[src/rtl/alu_sched_pkg.sv]
// Shared state encoding and constants for the vector ALU sequencer.
package alu_sched_pkg;

  typedef enum logic [1:0] {
    ST_IDLE  = 2'd0,
    ST_ISSUE = 2'd1,
    ST_WAIT  = 2'd2,
    ST_DONE  = 2'd3
  } state_e;

  localparam logic [2:0] OP_ADD    = 3'd0;
  localparam logic [2:0] OP_SUB    = 3'd1;
  localparam logic [2:0] OP_AND    = 3'd2;
  localparam logic [2:0] OP_OR     = 3'd3;
  localparam logic [2:0] OP_XOR    = 3'd4;
  localparam logic [2:0] OP_MUL    = 3'd5;
  localparam logic [2:0] OP_PASS_A = 3'd6;
  localparam logic [2:0] OP_PASS_B = 3'd7;

  localparam int FLAG_CARRY = 3;
  localparam int FLAG_GT    = 2;
  localparam int FLAG_EQ    = 1;
  localparam int FLAG_LT    = 0;

endpackage

[src/rtl/alu_sched_rr_arb.sv]
// Two-way round-robin arbiter; the pointer names the requester that wins a tie.
module alu_sched_rr_arb (
  input  logic       clk,
  input  logic       arst,
  input  logic [1:0] valid,
  input  logic       advance,
  output logic [1:0] grant,
  output logic       ptr
);

  logic ptr_q, ptr_d;

  always_comb begin
    grant = valid;
    if (valid == 2'b11) grant = ptr_q ? 2'b10 : 2'b01;
  end

  // After a grant the pointer favours whoever lost: r0 granted -> 1, r1 granted -> 0.
  always_comb begin
    ptr_d = ptr_q;
    if (advance) ptr_d = grant[0];
  end

  always_ff @(posedge clk or negedge arst) begin
    if (!arst) ptr_q <= 1'b0;
    else       ptr_q <= ptr_d;
  end

  assign ptr = ptr_q;

endmodule

[src/rtl/alu_vec_sched.sv]
// Sequencer/arbiter driving the shared vector ALU for two requesters.
// Optional performance counters are built when ALU_SCHED_PERF_EN is defined.
module alu_vec_sched
  import alu_sched_pkg::*;
#(
  parameter int WIDTH   = 4,
  parameter int N_ALU   = 4,
  parameter int ALU_LAT = 1
) (
  input  logic                       clk,
  input  logic                       arst,
  input  logic [1:0]                 req_valid,
  output logic [1:0]                 req_ready,
  input  logic [5:0]                 req_op,
  input  logic [2*WIDTH*N_ALU-1:0]   req_a,
  input  logic [2*WIDTH*N_ALU-1:0]   req_b,
  input  logic [2*N_ALU-1:0]         req_mask,
  output logic [2:0]                 alu_select,
  output logic [WIDTH*N_ALU-1:0]     alu_a,
  output logic [WIDTH*N_ALU-1:0]     alu_b,
  output logic [N_ALU-1:0]           alu_enable,
  input  logic [2*WIDTH*N_ALU-1:0]   alu_data_out,
  input  logic [3:0]                 alu_flags,
  output logic                       rsp_valid,
  input  logic                       rsp_ready,
  output logic                       rsp_id,
  output logic [2*WIDTH*N_ALU-1:0]   rsp_data,
  output logic [3:0]                 rsp_flags,
  output logic                       busy
`ifdef ALU_SCHED_PERF_EN
  ,
  output logic [31:0]                perf_ops,
  output logic [31:0]                perf_stall
`endif
);

  // state    | meaning
  // ST_IDLE  | no op in flight, arbitration live, req_ready may assert
  // ST_ISSUE | single cycle with alu_enable = registered mask
  // ST_WAIT  | counting out the ALU latency, capture on the last cycle
  // ST_DONE  | response presented until rsp_ready

  localparam int LW = WIDTH * N_ALU;
  localparam int RW = 2 * LW;
  localparam int CW = (ALU_LAT > 1) ? $clog2(ALU_LAT) : 1;

  state_e           state_q, state_d;
  logic [2:0]       op_q, op_d;
  logic [LW-1:0]    a_q, a_d, b_q, b_d;
  logic [N_ALU-1:0] mask_q, mask_d;
  logic             id_q, id_d;
  logic [CW-1:0]    cnt_q, cnt_d;
  logic [RW-1:0]    data_q, data_d;
  logic [3:0]       flags_q, flags_d;
  logic [1:0]       grant;
  logic             arb_ptr;
  logic             accept;
  logic [RW-1:0]    data_masked;

  assign accept = (state_q == ST_IDLE) && (|req_valid);

  alu_sched_rr_arb u_arb (
    .clk     (clk),
    .arst    (arst),
    .valid   (req_valid),
    .advance (accept),
    .grant   (grant),
    .ptr     (arb_ptr)
  );

  for (genvar i = 0; i < N_ALU; i++) begin : g_lane
    assign data_masked[2*WIDTH*i +: 2*WIDTH] =
      mask_q[i] ? alu_data_out[2*WIDTH*i +: 2*WIDTH] : '0;
  end

  always_comb begin
    state_d   = state_q;
    op_d      = op_q;
    a_d       = a_q;
    b_d       = b_q;
    mask_d    = mask_q;
    id_d      = id_q;
    cnt_d     = cnt_q;
    data_d    = data_q;
    flags_d   = flags_q;
    req_ready = 2'b00;
    case (state_q)
      ST_IDLE: begin
        if (accept) begin
          req_ready = grant;
          id_d      = (req_valid == 2'b11) ? arb_ptr : req_valid[1];
          op_d      = id_d ? req_op[5:3] : req_op[2:0];
          a_d       = id_d ? req_a[RW-1:LW] : req_a[LW-1:0];
          b_d       = id_d ? req_b[RW-1:LW] : req_b[LW-1:0];
          mask_d    = id_d ? req_mask[2*N_ALU-1:N_ALU] : req_mask[N_ALU-1:0];
          state_d   = ST_ISSUE;
        end
      end
      ST_ISSUE: begin
        cnt_d   = '0;
        state_d = ST_WAIT;
      end
      ST_WAIT: begin
        if (cnt_q == CW'(ALU_LAT - 1)) begin
          data_d  = data_masked;
          flags_d = alu_flags;
          state_d = ST_DONE;
        end else begin
          cnt_d = cnt_q + 1'b1;
        end
      end
      ST_DONE: begin
        if (rsp_ready) state_d = ST_IDLE;
      end
      default: state_d = ST_IDLE;
    endcase
  end

  always_ff @(posedge clk or negedge arst) begin
    if (!arst) begin
      state_q <= ST_IDLE;
      op_q    <= '0;
      a_q     <= '0;
      b_q     <= '0;
      mask_q  <= '0;
      id_q    <= 1'b0;
      cnt_q   <= '0;
      data_q  <= '0;
      flags_q <= '0;
    end else begin
      state_q <= state_d;
      op_q    <= op_d;
      a_q     <= a_d;
      b_q     <= b_d;
      mask_q  <= mask_d;
      id_q    <= id_d;
      cnt_q   <= cnt_d;
      data_q  <= data_d;
      flags_q <= flags_d;
    end
  end

  assign busy       = (state_q != ST_IDLE);
  assign alu_select = busy ? op_q : '0;
  assign alu_a      = busy ? a_q : '0;
  assign alu_b      = busy ? b_q : '0;
  assign alu_enable = (state_q == ST_ISSUE) ? mask_q : '0;
  assign rsp_valid  = (state_q == ST_DONE);
  assign rsp_id     = id_q;
  assign rsp_data   = data_q;
  assign rsp_flags  = flags_q;

`ifdef ALU_SCHED_PERF_EN
  logic [31:0] perf_ops_q, perf_ops_d, perf_stall_q, perf_stall_d;

  always_comb begin
    perf_ops_d   = perf_ops_q;
    perf_stall_d = perf_stall_q;
    if (state_q == ST_DONE) begin
      if (rsp_ready) perf_ops_d   = perf_ops_q + 32'd1;
      else           perf_stall_d = perf_stall_q + 32'd1;
    end
  end

  always_ff @(posedge clk or negedge arst) begin
    if (!arst) begin
      perf_ops_q   <= '0;
      perf_stall_q <= '0;
    end else begin
      perf_ops_q   <= perf_ops_d;
      perf_stall_q <= perf_stall_d;
    end
  end

  assign perf_ops   = perf_ops_q;
  assign perf_stall = perf_stall_q;
`endif

endmodule

[config.mk]
export PLATFORM = sky130hd
export DESIGN_NAME = alu_vec_sched
export DESIGN_NICKNAME = d
export VERILOG_FILES = /design/src/rtl/alu_sched_pkg.sv /design/src/rtl/alu_sched_rr_arb.sv /design/src/rtl/alu_vec_sched.sv
export SDC_FILE = /design/constraint.sdc
export NUM_CORES = 1
export LEC_CHECK = 0
export ABC_CLOCK_PERIOD_IN_PS = 3880
export BUFFER_PORTS_ARGS = -buffer_cell sky130_fd_sc_hd__buf_4
export CORE_ASPECT_RATIO = 0.9
export CORE_MARGIN = 10
export CORE_UTILIZATION = 49
export DETAILED_ROUTE_END_ITERATION = 16
export PLACE_DENSITY = 0.84
export SKIP_LAST_GASP = 1
export SYNTH_ARGS = -nofsm -noshare
export SYNTH_HDL_FRONTEND = slang
export SYNTH_HIERARCHICAL = 1
export SYNTH_SLANG_ARGS = --single-unit
[constraint.sdc]
create_clock -name clk -period 3.88 [get_ports clk]
set_input_delay 0.388 -clock clk [delete_from_list [all_inputs] [get_ports clk]]
set_output_delay 0.388 -clock clk [all_outputs]
set_load 0.02 [all_outputs]
==> impl_metrics.toml, run 1 <==
[drt]
dr.pass1.iters = 5
detail_route.wl_per_cell_um = 17.9
viasPerCell = 5.32
drc = 0
ant_nets = 0
initialDrtViolationCount = 283
wl_mm = 12.7
num_vias = 3782

[layout]
n_fill_cell = 593
final_util = 0.725
antenna_cells = 0
drive_gt1_frac = 0.377
syn2layout_area_growth_pct = 41.8
nNetsFinal = 735

[setup_path]
rrSetupSlack_ns = 1.67
r2r-start = "state_q[0]"
cp_data_arrival_time_ns = 2.10
reg2regPathDepth = 6
crit_type = "reg -> out"
worstPathRequired_ns = 3.49
crit_path_start_kind = "flip-flop"
worstPathMaxFanout = 41
rr_endpoint = "mask_q[0]"
cp-end-kind = "output pin"

[sta]
worstMarginPinSlew_ns = 1.18
rsz0062_at_grt = "no"
fin_crit_ns = 2.49
finalSetupViolations = 0
fin_worst_skew_ns = 0.0103
tns_ns = 0
timing.fmax_mhz = 401
relSlewSlack = 0.212
min_period_over_period = 0.642
slew_viol_final = 0
hold_viol = 0

[synth]
ys_ff_latch = 79
ys_seq_area_frac = 0.505
syn_area_um2 = 3910
synth-edff-count = 0
syn-instance-count = 441
syn_nets = 565
synth_top_area_cell = "dfrtp_1"
yosys_warnings = 6
synth.most_common_cell = "dfrtp_1"
synth_cell_types = 27
async_flop_share = 1.00
synth.top_cell.area_share = 0.505
synthTopCellsByArea = "dfrtp_1 51%, nand3_1 9.1%, o21ai_0 8.2%, a31oi_1 6.2%, nor2b_1 4.8%"
ys_top_cells_by_count = "79 x dfrtp_1, 71 x nand3_1, 64 x o21ai_0"
syn_avg_cell_area_um2 = 8.87
synthFlopType = "dfrtp_1"

[power]
clkPwrFrac = 0.130
p_leak_uw = 0.00264
switching_share = 0.437
p_comb_frac = 0.556
peakVddDrop_mv = 0.500
powerDensity_nw_per_um2 = 841
power_uw = 4670
switchingPower_uw = 2040
power.internal_uw = 2630
p_seq_frac = 0.314

[global_routing]
grt_pass1_vias = 3842
antenna_found_initial = 0
grt_max_degree = 80
track_usage = 0.204
grt_pass1_wl_mm = 20.1
overflow = 0

[clock_network]
clock_latency_ns = 0.34
postCtsSetupBuffers = 0
htreeDepth = 3
cts_resized = 0
cts_buffers = 9
clock_tree.root_cell = "clkbuf_8"
clkSinkCount = 79
cts_tree = "done"
cts_buffer_depth = 2
cts_hold_buf = 0
clk_pin_slew_ns = 0.08

[floorplanning]
row_count = 30
die_width_um = 114
fp.dieArea_um2 = 12000
core_um2 = 7660
chipHeight_um = 105
start_util = 0.511
pin_count = 199

[min_path]
hp-class = "in -> async"

[run_status]
status = "complete, no violations"

[place]
dp_hpwl_mm = 9.63
port_buffers = 198
routabilityCongestion = 0.837

[run]
maxCapViolations = 0
-- worst max path at each step --
stage / slack (ns) / start / to
2_1_floorplan: 2.03 / state_q[0] / req_ready[0]
4_1_cts: 1.39 / state_q[0] / req_ready[0]
5_1_grt: 1.26 / state_q[0] / req_ready[0]
3_5_place_dp: 1.56 / req_valid[1] / mask_q[0]
6_report: 1.39 / state_q[0] / req_ready[0]
3_3_place_gp: 1.64 / req_valid[1] / a_q[13]
-- worst max-delay path, cell delays in order (launching register included) --
cell	delay, ns
dfrtp_1	0.41
inv_1	0.14
ha_1	0.20
o21a_2	0.64
and2_1	0.24
buf_4	0.14
-- kinds of logic (layout without fill, tap and decap cells) --
family,Yosys count,count (layout),share of synthesized area
simple gates,154,154,0.201
mux,7,7,0.0217
flops,79,79,0.505
fa+ha+maj,5,5,0.0160
buf+inv,81,255,0.0876
compound gates,115,115,0.168
-- power by group through the flow --
stage | Sequential, uW | Combinational, uW | Clock (uW)
finish | 1470 | 2590 | 607
CTS | 1460 | 2630 | 620
global placement | 1450 | 2580 | 0
floorplan | 1550 | 1480 | 0
global route | 1510 | 2850 | 657
detailed placement | 1480 | 2630 | 0
-- layout by cell type, fill, tap and decap left out, drive strengths merged --
master | netlist | layout
buf | 18 | 201
dfrtp | 79 | 79
nand3 | 71 | 71
o21ai | 71 | 71
nor2 | 40 | 40
a31oi | 39 | 39
inv | 39 | 39
nor2b | 30 | 30
clkbuf | 24 | 12
and2 | 6 | 6
and2b | 6 | 6
mux2 | 6 | 6
ha | 5 | 5
a21boi | 2 | 2
o21a | 1 | 1
o32a | 1 | 1
mux2i | 1 | 1
nand2b | 1 | 1
o32ai | 1 | 1
clkinv | 0 | 1
clkinvlp | 0 | 1
bufinv | 0 | 1
-- sequential cells by signal (all words and copies together), names as in the netlist --
name and count:
rsp_id 1, u_arb/ptr 1, state_q 2, op_q 3, a_q 16, rsp_data 32, b_q 16, rsp_flags 4
mask_q 4
-- cell type report --
cell class / count / area (um^2) / share of cell area
inverter: 39 / 149 / 0.0268
timing repair buffer: 201 / 1510 / 0.272
multi-input combinational: 281 / 1600 / 0.288
clock inverter: 3 / 42.5 / 0.00767
tap: 96 / 120 / 0.0216
clock buffer: 12 / 155 / 0.0280
sequential: 79 / 1980 / 0.356
-- per-stage QoR --
step                      hold slack (ns)  instances  worst slack [ns]  instance area [um^2]
final                               0.191        711              1.39                  5550
after global routing                0.264        711              1.26                  5550
after CTS                           0.239        711              1.39                  5550
after detailed placement            0.497        696              1.56                  5350
after global placement              0.491        696              1.64                  5350
after floorplan                    0.0924        441              2.03                  3910
-- metal layers --
layer	up-vias	wire length, um	global-route usage
li1	1831	-	-
met1	1754	5130	0.246
met2	186	5780	0.321
met3	11	1660	0.0949
met4	0	122	0.0564
met5	-	0	0
(Power assumes the default switching activity.)
==> run 2: changes to the inputs <==
- ABC_CLOCK_PERIOD_IN_PS: 3880 -> 2300
- CORE_UTILIZATION: 49 -> 46
- PLACE_DENSITY: 0.84 -> 0.8
- clock period: 3.88 -> 2.3 ns (I/O delays scaled with it)
==> impl_metrics.toml, run 2 (synthesized netlist as in run 1, its figures left out) <==
[setup_path]
reg2regPathDepth = 5
cp_data_arrival_time_ns = 1.88
crit_start = "state_q[1]"
r2r-start = "state_q[1]"
rr_endpoint = "state_q[1]"
crit_type = "reg -> out"
worstPathRequired_ns = 2.07
crit_path_start_kind = "flip-flop"
worstPathMaxFanout = 15
cp-end-kind = "output pin"
rrSetupSlack_ns = 0.55

[run_status]
status = "complete, no violations"

[layout]
final_cells = 737
nNetsFinal = 741
register_area_um2 = 1980
antenna_cells = 0
most-common-layout-cells = "201 x buf_4, 79 x dfrtp_1, 71 x nand3_1"
n_fill_cell = 621
multi_input_area_um2 = 1600
final_common_cell = "buf_4"
syn2layout_area_growth_pct = 46.2
finalInstanceArea_um2 = 5720
largest_reg_flops = 32
drive_gt1_frac = 0.386

[global_routing]
grt_max_degree = 63
overflow = 0
antenna_found_initial = 0
grt_pass1_wl_mm = 20.2
track_usage = 0.200
grt_pass1_vias = 4011

[floorplanning]
row_count = 31
chipHeight_um = 107
pin_count = 199
core_um2 = 8180
start_util = 0.478
fp.dieArea_um2 = 12600
die_width_um = 117

[sta]
rsz0062_at_grt = "no"
finalSetupViolations = 0
relSlewSlack = 0.593
fin_worst_skew_ns = 0.00893
fin_crit_ns = 2.11
hold_viol = 0
timing.fmax_mhz = 475
tns_ns = 0
worstMarginPinSlew_ns = 0.609
min_period_over_period = 0.915
slew_viol_final = 0

[power]
powerDensity_nw_per_um2 = 1430
peakVddDrop_mv = 0.708
p_leak_uw = 0.00270

[place]
port_buffers = 198
dp_hpwl_mm = 9.97
numPlacedInstances = 720
routabilityCongestion = 0.791
place_area_um2 = 5480

[drt]
detail_route.wl_per_cell_um = 17.7
initialDrtViolationCount = 277
wl_mm = 13.1
num_vias = 3830
ant_nets = 0
dr.pass1.iters = 5
drc = 0
viasPerCell = 5.20

[clock_network]
clkSinkCount = 79
cts_buffers = 9
postCtsSetupBuffers = 0
clock_latency_ns = 0.33
clock_tree.root_cell = "clkbuf_8"
cts_tree = "done"
cts_buffer_depth = 2
clk_pin_slew_ns = 0.08
htreeDepth = 3

[min_path]
hold_start = "alu_flags[2]"
hp-class = "in -> reg"
hold_end = "rsp_flags[2]"
min_delay_path_depth = 2

[run]
maxCapViolations = 0
run 2: changes by cell type in the layout (fill, tap and decap cells not counted):
cell           previous run  this run
buf_12                    0         5
bufinv_16                 1         2
clkbuf_1                  1         0
clkinvlp_4                1         2
dlygate4sd3_1             0         1
ha_1                      4         3
ha_2                      1         2
run 2: layout make-up:
type	count	share of cell area
timing repair buffer	207	0.283
clock buffer	11	0.0265
sequential	79	0.346
inverter	39	0.0260
clock inverter	5	0.0140
tap	115	0.0252
multi-input combinational	281	0.280
run 2: critical path, stage by stage, from the launching register on:
cell,delay (ns)
dfrtp_1,0.42
inv_1,0.12
ha_2,0.35
buf_4,0.26
and2b_2,0.24
buf_4,0.15
run 2: how the worst max path moves through the flow:
| stage | end | slack, ns | cells past startpoint |
|---|---|---|---|
| after floorplan | req_ready[0] | 0.61 | 7 |
| after global placement | alu_b[6] | 0.44 | 5 |
| after detailed placement | alu_b[12] | 0.38 | 5 |
| after CTS | alu_b[14] | 0.002 | 5 |
| after global routing | alu_b[6] | 0.09 | 5 |
| final | alu_b[14] | 0.19 | 5 |
run 2: metal layers:
layer | track usage | share of wire | vias up
met5 | 0 | 0 | -
met4 | 0.0529 | 0.010 | 0
met3 | 0.0892 | 0.13 | 10
met2 | 0.324 | 0.47 | 187
met1 | 0.236 | 0.39 | 1792
li1 | - | - | 1841
run 2: repair_timing:
action	4_1_cts	5_1_grt
hold buffers	1	0
resized for setup	0	1
endpoints found under the hold margin	36	0
endpoints found under the setup margin	0	5
run 2: metrics by stage:
step | utilization | setup slack [ns] | hold slack, ns | total power, uW
after floorplan | - | 0.611 | -0.0656 | 5110
after global placement | 0.669 | 0.443 | 0.224 | 6970
after detailed placement | 0.669 | 0.381 | 0.227 | 7100
after CTS | 0.699 | 0.00232 | 0.111 | 8280
after global routing | 0.699 | 0.0922 | 0.104 | 8760
final | 0.699 | 0.195 | 0.127 | 8190
run 2: where the power goes:
part,leakage (uW),switching (uW),total [uW],internal (uW)
combinational,0.00165,2600,4550,1960
clock,0.000112,506,1180,669
sequential,0.000944,435,2470,2030
total,0.00270,3540,8190,4660
